$ cat config.mk
export PLATFORM = sky130hd
export DESIGN_NAME = ecc_op_scheduler
export DESIGN_NICKNAME = d
export VERILOG_FILES = /design/src/rtl/ecc_op_scheduler.sv
export SDC_FILE = /design/constraint.sdc
export NUM_CORES = 1
export LEC_CHECK = 0
export BUFFER_PORTS_ARGS = -buffer_cell sky130_fd_sc_hd__buf_2
export CAP_MARGIN = 0
export CORE_MARGIN = 4
export CORE_UTILIZATION = 50
export CTS_CLUSTER_SIZE = 8
export DETAILED_ROUTE_END_ITERATION = 16
export GPL_ROUTABILITY_DRIVEN = 0
export PLACE_DENSITY = 0.76
export SYNTH_ARGS = -nofsm -noshare
export SYNTH_HDL_FRONTEND = slang
export SYNTH_SLANG_ARGS = --single-unit
export TNS_END_PERCENT = 10
$ cat constraint.sdc
create_clock -name clk_i -period 4.8 [get_ports clk_i]
set_clock_uncertainty 0.05 [all_clocks]
set_input_delay 0.96 -clock clk_i [delete_from_list [all_inputs] [get_ports clk_i]]
set_output_delay 0.96 -clock clk_i [all_outputs]
set_load 0.1 [all_outputs]
$ cat src/rtl/ecc_op_scheduler.sv
// In-order op queue feeding the shared modular add/sub units and modulus register.
// One op is in flight at a time; each op yields exactly one result, and a hung unit is cut off by a watchdog.
module ecc_op_scheduler #(
  parameter int DEPTH      = 4,
  parameter int ID_WIDTH   = 4,
  parameter int DATA_WIDTH = 64,
  parameter int TIMEOUT    = 256
) (
  input  logic                  clk_i,
  input  logic                  rst_i,
  input  logic                  issue_valid_i,
  output logic                  issue_ready_o,
  input  logic [ID_WIDTH-1:0]   issue_id_i,
  input  logic [2:0]            issue_funct3_i,
  input  logic [4:0]            issue_rd_i,
  input  logic [DATA_WIDTH-1:0] issue_rs1_i,
  input  logic [DATA_WIDTH-1:0] issue_rs2_i,
  output logic                  add_start_o,
  output logic [DATA_WIDTH-1:0] add_a_o,
  output logic [DATA_WIDTH-1:0] add_b_o,
  input  logic                  add_finish_i,
  input  logic [DATA_WIDTH-1:0] add_result_i,
  output logic                  sub_start_o,
  output logic [DATA_WIDTH-1:0] sub_a_o,
  output logic [DATA_WIDTH-1:0] sub_b_o,
  input  logic                  sub_finish_i,
  input  logic [DATA_WIDTH-1:0] sub_result_i,
  output logic                  mod_write_o,
  output logic [DATA_WIDTH-1:0] mod_value_o,
  output logic                  result_valid_o,
  input  logic                  result_ready_i,
  output logic [ID_WIDTH-1:0]   result_id_o,
  output logic [4:0]            result_rd_o,
  output logic                  result_we_o,
  output logic                  result_exc_o,
  output logic [DATA_WIDTH-1:0] result_data_o,
  output logic                  busy_o
);

  localparam int PW = $clog2(DEPTH);
  localparam int CW = PW + 1;
  localparam int WW = $clog2(TIMEOUT) + 1;

  typedef enum logic [2:0] {IDLE, MOD_WR, WAIT_ADD, WAIT_SUB, RESP} state_t;

  typedef struct packed {
    logic [ID_WIDTH-1:0]   id;
    logic [2:0]            funct3;
    logic [4:0]            rd;
    logic [DATA_WIDTH-1:0] rs1;
    logic [DATA_WIDTH-1:0] rs2;
  } entry_t;

  entry_t mem_q [DEPTH];
  entry_t issue_entry;
  entry_t head;

  logic [PW-1:0] wr_ptr_q, wr_ptr_d, rd_ptr_q, rd_ptr_d;
  logic [CW-1:0] count_q, count_d;
  logic          push, pop;

  state_t                state_q, state_d;
  logic [WW-1:0]         wd_q, wd_d;
  logic [ID_WIDTH-1:0]   exec_id_q, exec_id_d;
  logic [4:0]            exec_rd_q, exec_rd_d;
  logic                  add_start_q, add_start_d, sub_start_q, sub_start_d;
  logic [DATA_WIDTH-1:0] add_a_q, add_a_d, add_b_q, add_b_d;
  logic [DATA_WIDTH-1:0] sub_a_q, sub_a_d, sub_b_q, sub_b_d;
  logic                  mod_write_q, mod_write_d;
  logic [DATA_WIDTH-1:0] mod_value_q, mod_value_d;
  logic                  res_valid_q, res_valid_d;
  logic [ID_WIDTH-1:0]   res_id_q, res_id_d;
  logic [4:0]            res_rd_q, res_rd_d;
  logic                  res_we_q, res_we_d, res_exc_q, res_exc_d;
  logic [DATA_WIDTH-1:0] res_data_q, res_data_d;

  assign issue_ready_o = (count_q != CW'(DEPTH));
  assign busy_o        = (count_q != '0) || (state_q != IDLE);

  always_comb begin
    issue_entry.id     = issue_id_i;
    issue_entry.funct3 = issue_funct3_i;
    issue_entry.rd     = issue_rd_i;
    issue_entry.rs1    = issue_rs1_i;
    issue_entry.rs2    = issue_rs2_i;
    head = mem_q[rd_ptr_q];
    // Full blocks the push even when a pop frees a slot on the same edge.
    push = issue_valid_i && issue_ready_o;
    pop  = (state_q == IDLE) && (count_q != '0);
    wr_ptr_d = push ? wr_ptr_q + PW'(1) : wr_ptr_q;
    rd_ptr_d = pop  ? rd_ptr_q + PW'(1) : rd_ptr_q;
    count_d  = count_q;
    if (push && !pop) count_d = count_q + CW'(1);
    else if (!push && pop) count_d = count_q - CW'(1);
  end

  always_ff @(posedge clk_i) begin
    if (push) mem_q[wr_ptr_q] <= issue_entry;
  end

  always_comb begin
    state_d     = state_q;
    wd_d        = wd_q;
    exec_id_d   = exec_id_q;
    exec_rd_d   = exec_rd_q;
    add_start_d = add_start_q;
    add_a_d     = add_a_q;
    add_b_d     = add_b_q;
    sub_start_d = sub_start_q;
    sub_a_d     = sub_a_q;
    sub_b_d     = sub_b_q;
    mod_write_d = mod_write_q;
    mod_value_d = mod_value_q;
    res_valid_d = res_valid_q;
    res_id_d    = res_id_q;
    res_rd_d    = res_rd_q;
    res_we_d    = res_we_q;
    res_exc_d   = res_exc_q;
    res_data_d  = res_data_q;
    unique case (state_q)
      IDLE: begin
        if (pop) begin
          exec_id_d = head.id;
          exec_rd_d = head.rd;
          wd_d      = '0;
          unique case (head.funct3)
            3'b000: begin
              mod_write_d = 1'b1;
              mod_value_d = head.rs1;
              state_d     = MOD_WR;
            end
            3'b001: begin
              add_start_d = 1'b1;
              add_a_d     = head.rs1;
              add_b_d     = head.rs2;
              state_d     = WAIT_ADD;
            end
            3'b010: begin
              sub_start_d = 1'b1;
              sub_a_d     = head.rs1;
              sub_b_d     = head.rs2;
              state_d     = WAIT_SUB;
            end
            default: begin
              res_valid_d = 1'b1;
              res_id_d    = head.id;
              res_rd_d    = head.rd;
              res_we_d    = 1'b0;
              res_exc_d   = 1'b0;
              res_data_d  = '0;
              state_d     = RESP;
            end
          endcase
        end
      end
      MOD_WR: begin
        mod_write_d = 1'b0;
        res_valid_d = 1'b1;
        res_id_d    = exec_id_q;
        res_rd_d    = exec_rd_q;
        res_we_d    = 1'b0;
        res_exc_d   = 1'b0;
        res_data_d  = '0;
        state_d     = RESP;
      end
      WAIT_ADD, WAIT_SUB: begin
        // Finish of the active unit has priority over the watchdog on the same edge.
        if ((state_q == WAIT_ADD) ? add_finish_i : sub_finish_i) begin
          add_start_d = 1'b0;
          sub_start_d = 1'b0;
          res_valid_d = 1'b1;
          res_id_d    = exec_id_q;
          res_rd_d    = exec_rd_q;
          res_we_d    = 1'b1;
          res_exc_d   = 1'b0;
          res_data_d  = (state_q == WAIT_ADD) ? add_result_i : sub_result_i;
          state_d     = RESP;
        end else if (wd_q == WW'(TIMEOUT - 1)) begin
          add_start_d = 1'b0;
          sub_start_d = 1'b0;
          res_valid_d = 1'b1;
          res_id_d    = exec_id_q;
          res_rd_d    = exec_rd_q;
          res_we_d    = 1'b0;
          res_exc_d   = 1'b1;
          res_data_d  = '0;
          state_d     = RESP;
        end else begin
          wd_d = wd_q + WW'(1);
        end
      end
      RESP: begin
        if (result_ready_i) begin
          res_valid_d = 1'b0;
          wd_d        = '0;
          state_d     = IDLE;
        end
      end
      default: state_d = IDLE;
    endcase
  end

  always_ff @(posedge clk_i) begin
    if (rst_i) begin
      wr_ptr_q    <= '0;
      rd_ptr_q    <= '0;
      count_q     <= '0;
      state_q     <= IDLE;
      wd_q        <= '0;
      exec_id_q   <= '0;
      exec_rd_q   <= '0;
      add_start_q <= 1'b0;
      add_a_q     <= '0;
      add_b_q     <= '0;
      sub_start_q <= 1'b0;
      sub_a_q     <= '0;
      sub_b_q     <= '0;
      mod_write_q <= 1'b0;
      mod_value_q <= '0;
      res_valid_q <= 1'b0;
      res_id_q    <= '0;
      res_rd_q    <= '0;
      res_we_q    <= 1'b0;
      res_exc_q   <= 1'b0;
      res_data_q  <= '0;
    end else begin
      wr_ptr_q    <= wr_ptr_d;
      rd_ptr_q    <= rd_ptr_d;
      count_q     <= count_d;
      state_q     <= state_d;
      wd_q        <= wd_d;
      exec_id_q   <= exec_id_d;
      exec_rd_q   <= exec_rd_d;
      add_start_q <= add_start_d;
      add_a_q     <= add_a_d;
      add_b_q     <= add_b_d;
      sub_start_q <= sub_start_d;
      sub_a_q     <= sub_a_d;
      sub_b_q     <= sub_b_d;
      mod_write_q <= mod_write_d;
      mod_value_q <= mod_value_d;
      res_valid_q <= res_valid_d;
      res_id_q    <= res_id_d;
      res_rd_q    <= res_rd_d;
      res_we_q    <= res_we_d;
      res_exc_q   <= res_exc_d;
      res_data_q  <= res_data_d;
    end
  end

  assign add_start_o    = add_start_q;
  assign add_a_o        = add_a_q;
  assign add_b_o        = add_b_q;
  assign sub_start_o    = sub_start_q;
  assign sub_a_o        = sub_a_q;
  assign sub_b_o        = sub_b_q;
  assign mod_write_o    = mod_write_q;
  assign mod_value_o    = mod_value_q;
  assign result_valid_o = res_valid_q;
  assign result_id_o    = res_id_q;
  assign result_rd_o    = res_rd_q;
  assign result_we_o    = res_we_q;
  assign result_exc_o   = res_exc_q;
  assign result_data_o  = res_data_q;

endmodule

==> reports/metrics.yaml, run 1 <==
worst_setup_path:
  crit_required_ns: 3.79
  critPathLaunch: "count_q[0]"
  worstSetupPathType: "register to primary output"
  crit_arrival_ns: 2.59
  rr_startpoint: "count_q[0]"
  crit_path_max_fanout: 7
  worstSetupEndpointType: "primary output"
  setup.worst_path.start_class: "register"
detailed_routing:
  viasPerCell: 5.97
  wirelength_mm: 105
  dr.pass1.iters: 5
  wl_per_cell_um: 24.5
  num_vias: 25700
  drcViolationCount: 0
  drtIter0Drc: 2519
  drtAntennaViolNets: 0
yosys:
  synth_edf_count: 560
  ys_ff_latch: 989
  synth_area_um2: 37000
  synthCells: 2582
  synth_flop_cell: "edfxtp_1"
  synth_nets: 2864
  avgSynthCellArea_um2: 14.3
  yosys_warnings: 0
  synthArstFlopShare_pct: 0
  synth_cell_type_count: 49
  seq_area_frac_synth_pct: 68.7
worst_hold_path:
  hold_path.class: "register to register"
  hold_start: "exec_rd_q[2]"
sta:
  finalSetupTns_ns: 0
  drv_slew: 0
  rsz0062_at_grt: "false"
  final.setup.worst_slack_ns: 1.20
  finalCriticalPeriod_ns: 3.60
  fin_crit_sh_pct: 75.0
  worstMarginPinSlew_ns: 1.16
  hold_slack_ns: 0.402
  max-slew-margin-rel_pct: 22.9
  hold_viol_final: 0
  setup_violations: 0
  max_freq_mhz: 278
grt:
  grt_pass1_vias: 25200
  globalRouteOverflowTotal: 0
  grt_max_degree: 194
  antenna_found_initial: 31
  grt_pass1_wl_mm: 157
  grtUsageTotal_pct: 26.2
clock_network:
  cts_hold_buf: 0
  cts_root_buf: "clkbuf_16"
  cts_buffers: 141
  postCtsSetupRepairBufs: 0
  clk_pin_slew_ns: 0.05
  clock_latency_ns: 0.71
  ctsResizeCount: 0
  clk_path_buf_depth: 3
  cts_tree: "yes"
  htreeDepth: 4
  cts_sinks: 989
floorplan:
  initial_core_util_pct: 50.6
  ioPinCount: 675
  core_area_um2: 73100
  die_h_um: 280
  dieArea_um2: 78300
  fp-row-count: 99
  die_w_um: 280
pwr:
  vdd_drop_max_uv: 584
  p_leak_uw: 0.0166
  power_density_nw_per_um2: 643
layout:
  syn2layout_area_growth_pct: 22.8
  drive_gt1_share_pct: 31.9
  utilization_pct: 62.1
  num-fill-cells: 5488
  nNetsFinal: 3482
  instances_no_fill: 4300
placed_design:
  preCtsSetupSlack_ns: 1.38
  placedCellCount: 4016
  dp_hpwl_mm: 65.6
  io_buffer_count: 674
run_status:
  status: "finished, final reports clean"
flow_run:
  drv_cap: 0
==> worst max-delay path: stages, from the launching register on <==
cell	delay (ns)
dfxtp_1	0.37
nor3_1	0.80
nand2_1	0.34
buf_2	0.39
==> stage by stage <==
step / power (µW) / instance area [µm²]
after floorplan: 17700 / 37000
after global placement: 19900 / 41100
after detailed placement: 20000 / 41100
after CTS: 29300 / 45300
after global routing: 30200 / 45300
final: 29200 / 45400
==> area by class of cell <==
| type | count | area (µm²) | area share, % |
|---|---|---|---|
| sequential | 989 | 25400 | 56.0 |
| multi-input combinational | 1347 | 10600 | 23.3 |
| clock buffer | 237 | 3890 | 8.57 |
| timing repair buffer | 712 | 3850 | 8.50 |
| tap | 959 | 1200 | 2.65 |
| clock inverter | 16 | 340 | 0.750 |
| antenna | 31 | 77.6 | 0.171 |
| inverter | 9 | 38.8 | 0.0855 |
==> layer usage <==
| metal | GRT usage [%] | wire length (µm) | up-vias |
|---|---|---|---|
| met3 | 6.76 | 9490 | 212 |
| met4 | 10.6 | 3540 | 12 |
| li1 | - | - | 11300 |
| met2 | 42.3 | 51200 | 1280 |
| met5 | 0 | 87 | - |
| met1 | 34.2 | 41000 | 12900 |
==> synthesized netlist by cell type, types with 2 or more instances <==
cell type	n	share of area, %
a22o_1	2	0.047
inv_1	9	0.091
buf_1	10	0.10
nand2b_1	5	0.085
and2_1	4	0.068
a311oi_1	2	0.047
xnor2_1	2	0.047
a31oi_1	10	0.17
or3_1	5	0.085
dfxtp_1	429	23
nor3_1	126	1.7
o21ai_0	188	2.5
xor2_1	3	0.071
and3_1	7	0.12
a21oi_1	214	2.9
nor3b_1	2	0.041
clkbuf_1	189	1.9
nand2_1	92	0.93
mux2_2	2	0.061
nor3_2	10	0.27
nor2b_1	3	0.051
mux2i_1	77	2.1
mux4_2	140	8.5
nand3_1	201	2.7
buf_6	13	0.40
ha_1	7	0.24
o21a_1	2	0.041
edfxtp_1	560	46
a211oi_1	10	0.20
a31o_2	15	0.36
buf_4	7	0.14
o2bb2ai_1	64	1.5
nor2_1	14	0.14
buf_2	18	0.24
a2111oi_0	2	0.047
o21ai_1	10	0.14
a31o_1	116	2.7
==> where the power goes <==
part / internal (µW) / leakage (µW) / switching [µW]
registers: 9990 / 0.00860 / 453
clock network: 5560 / 0.00199 / 3690
logic: 2120 / 0.00599 / 7340
==> sequential cells by signal, summed over array words and instances (netlist names), 2 cells and up, named ones only <==
signal,flops
mem_q,560
add_a_o,64
add_b_o,64
mod_value_o,64
result_data_o,64
sub_a_o,64
sub_b_o,64
wd_q,9
exec_rd_q,5
result_rd_o,5
exec_id_q,4
result_id_o,4
count_q,3
state_q,3
rd_ptr_q,2
wr_ptr_q,2
==> placed cells by master, fill, tap and decap left out, drive strengths merged, types with 4 or more instances in the layout <==
cell and instances:
mux2i 77, clkbuf 238, or3 5, nand2 92, o2bb2ai 64, o21ai 198, diode 31, and3 7
a211oi 10, nor2 14, mux4 140, nand3 201, dfxtp 429, buf 711, nor3 136, a21oi 214
ha 7, inv 13, a31o 131, a31oi 10, clkinv 12, and2 4, edfxtp 560, nand2b 5
==> cell families (layout without fill, tap and decap cells) <==
kind of cell / after synthesis / in the layout / synth area share [%]
xor gates and xnor gates: 5 / 5 / 0.119
AOI/OAI and AO/OA: 641 / 641 / 10.9
and+or+nand+nor: 474 / 474 / 6.37
other: 0 / 31 / 0
buffers and inverters: 246 / 974 / 2.89
adders and majority gates: 8 / 8 / 0.291
DFF: 989 / 989 / 68.7
muxes: 219 / 219 / 10.7
==> worst paths after layout <==
kind,to,slack [ns],cells after the start
min reg2reg,exec_rd_q[2],0.40,2
max reg2reg,sub_b_o[5],1.42,5
max,busy_o,1.20,3
min,exec_rd_q[2],0.40,2
(Power assumes the default switching activity.)
==> run 2: changes to the inputs <==
==> constraint.sdc (replaced) <==
create_clock -name clk_i -period 3 [get_ports clk_i]
set_clock_uncertainty 0.05 [all_clocks]
set_input_delay 0.6 -clock clk_i [delete_from_list [all_inputs] [get_ports clk_i]]
set_output_delay 0.6 -clock clk_i [all_outputs]
set_load 0.1 [all_outputs]
==> run 2 against run 1 <==
- via count grew 0.43%
- first-iteration DRC count shrank 1.8%
- global-route usage shrank 0.13 points
- setup slack lost 0.98 ns
- register-to-register slack lost 1.2 ns
- die area is the same
- critical path type is now register to register
- critical endpoint is now result_data_o[48]
- largest power group unchanged
==> reports/metrics.yaml, run 2 (synthesized netlist as in run 1, its figures left out) <==
worst_setup_path:
  critPathLaunch: "wd_q[0]"
  path_delay_family: "simple AND/OR/NAND/NOR gates"
  worstSetupPathType: "register to register"
  setup.worst_path.start_class: "register"
  worstPathCellList: "ha_1 -> and3_1 -> and3_1 -> and3_1 -> ha_1 -> or3_1 -> a31oi_4 -> buf_12 -> o2bb2ai_1"
  crit_required_ns: 3.56  # -0.23 ns
  path_buf_inv: 1  # unchanged
  crit_path_max_fanout: 65  # +58
  worstSetupEndpointType: "register"
  crit_arrival_ns: 3.34  # +0.75 ns
  path_common_cell: "and3_1"
  rr_startpoint: "wd_q[0]"
  cpPeakStageDelay_ns: 0.55  # -0.25 ns
  crit_slowest_cell: "or3_1"
placed_design:
  io_buffer_count: 674  # unchanged
  dp_hpwl_mm: 67.5  # +2.9%
detailed_routing:
  wl_per_cell_um: 24.1  # -1.6%
  num_vias: 25800  # +0.43%
  wirelength_mm: 104  # -1.1%
  drtIter0Drc: 2473  # -1.8%
  drcViolationCount: 0  # unchanged
  drtAntennaViolNets: 0  # unchanged
  viasPerCell: 5.96  # about the same
  dr.pass1.iters: 5  # unchanged
sta:
  max-slew-margin-rel_pct: 42.0  # +19 points
  hold_viol_final: 0  # unchanged
  max_freq_mhz: 359
  finalCriticalPeriod_ns: 2.78
  hold_slack_ns: 0.0623  # -0.339 ns
  drv_slew: 0  # unchanged
  fin_crit_sh_pct: 92.7
  rsz0062_at_grt: "false"
  setup_violations: 0  # unchanged
  worstMarginPinSlew_ns: 0.870  # -0.286 ns
grt:
  antenna_found_initial: 36  # +16%
  globalRouteOverflowTotal: 0  # unchanged
  grt_max_degree: 132  # -32%
  grtUsageTotal_pct: 26.1  # -0.13 points
  grt_pass1_wl_mm: 157  # about the same
  grt_pass1_vias: 25300  # +0.20%
pwr:
  power_density_nw_per_um2: 1020  # +59%
  p_leak_uw: 0.0168  # +1.6%
  vdd_drop_max_uv: 823  # +41%
  p_total_uw: 46900  # +61%
clock_network:
  postCtsSetupRepairBufs: 0  # unchanged
  htreeDepth: 4  # unchanged
  cts_hold_buf: 0  # unchanged
  cts_buffers: 142  # +0.71%
  cts_root_buf: "clkbuf_16"
  ctsResizeCount: 0  # unchanged
  clk_path_buf_depth: 3  # unchanged
  clock_latency_ns: 0.70  # about the same
  cts_sinks: 989  # unchanged
  cts_tree: "yes"
  clk_pin_slew_ns: 0.05  # about the same
floorplan:
  dieArea_um2: 78300  # unchanged
  ioPinCount: 675  # unchanged
  fp-row-count: 99  # unchanged
  die_w_um: 280  # unchanged
  initial_core_util_pct: 50.6  # unchanged
  core_area_um2: 73100  # unchanged
  die_h_um: 280  # unchanged
worst_hold_path:
  hold_start: "issue_rs1_i[35]"
  hold_path.class: "input pin to register"
run_status:
  status: "finished, final reports clean"
layout:
  mostFrequentLayoutCells: "buf_2 (673), edfxtp_1 (560), dfxtp_1 (427), a21oi_1 (214), nand3_1 (200)"
  num-fill-cells: 5403  # -1.5%
  drive_gt1_share_pct: 32.7  # +0.83 points
  regMostFlops: "mem_q"
  layout_commonest_cell: "buf_2"
  largest_reg_flops: 560  # unchanged
  syn2layout_area_growth_pct: 24.1
  nNetsFinal: 3517  # +1.0%
flow_run:
  drv_cap: 0  # unchanged
[run 2: cell count changes in the layout (fill, tap and decap cells not counted), sizes merged]
cell,previous run,this run
clkbuf,238,232
inv,13,12
diode,31,27
buf,711,745
clkinv,12,9
clkinvlp,0,2
[run 2: final cells by class]
cell class              count  area (µm²)  area share [%]
flip-flops and latches    989       25400            55.4
multi-input cells        1347       10600            23.0
repair buffers            746        4360            9.51
clock inverters            14         265           0.579
well taps                 959        1200            2.62
inverters                   9        38.8          0.0846
clock buffers             231        3950            8.62
diodes                     27        67.6           0.147
[run 2: worst register-to-register path, stage by stage, from the launching register on]
cell and delay (ns):
dfxtp_1 0.33, ha_1 0.22, and3_1 0.20, and3_1 0.21, and3_1 0.19, ha_1 0.21, or3_1 0.55, a31oi_4 0.23
buf_12 0.27, o2bb2ai_1 0.27
[run 2: through the flow]
step	utilization, %	area, µm²	setup slack (ns)	std cells	setup TNS, ns
final	62.7	45800	0.218	4322	0
after global routing	62.7	45800	0.0350	4319	0
after CTS	62.6	45800	0.238	4295	0
after detailed placement	56.9	41600	0.253	4050	0
after global placement	56.9	41600	0.316	4050	0
after floorplan	-	37000	-0.278	2582	-155.66
[run 2: report_power, final]
| part | switching (µW) | internal [µW] |
|---|---|---|
| registers | 674 | 16000 |
| clock network | 5750 | 9010 |
| logic | 11800 | 3740 |
| total | 18200 | 28700 |
[run 2: final timing paths]
kind,to,slack [ns],depth (start not counted)
min reg2reg,exec_rd_q[0],0.40,2
min,mem_q[1][99],0.06,1
max,result_data_o[48],0.22,9
max reg2reg,result_data_o[48],0.22,9
[run 2: metal layers]
metal | GRT usage [%] | vias to the layer above | share of wire (%)
li1 | - | 11400 | -
met1 | 34.3 | 12800 | 39
met2 | 42.1 | 1326 | 49
met3 | 6.69 | 228 | 9.2
met4 | 9.90 | 14 | 3.2
met5 | 0 | - | 0.073
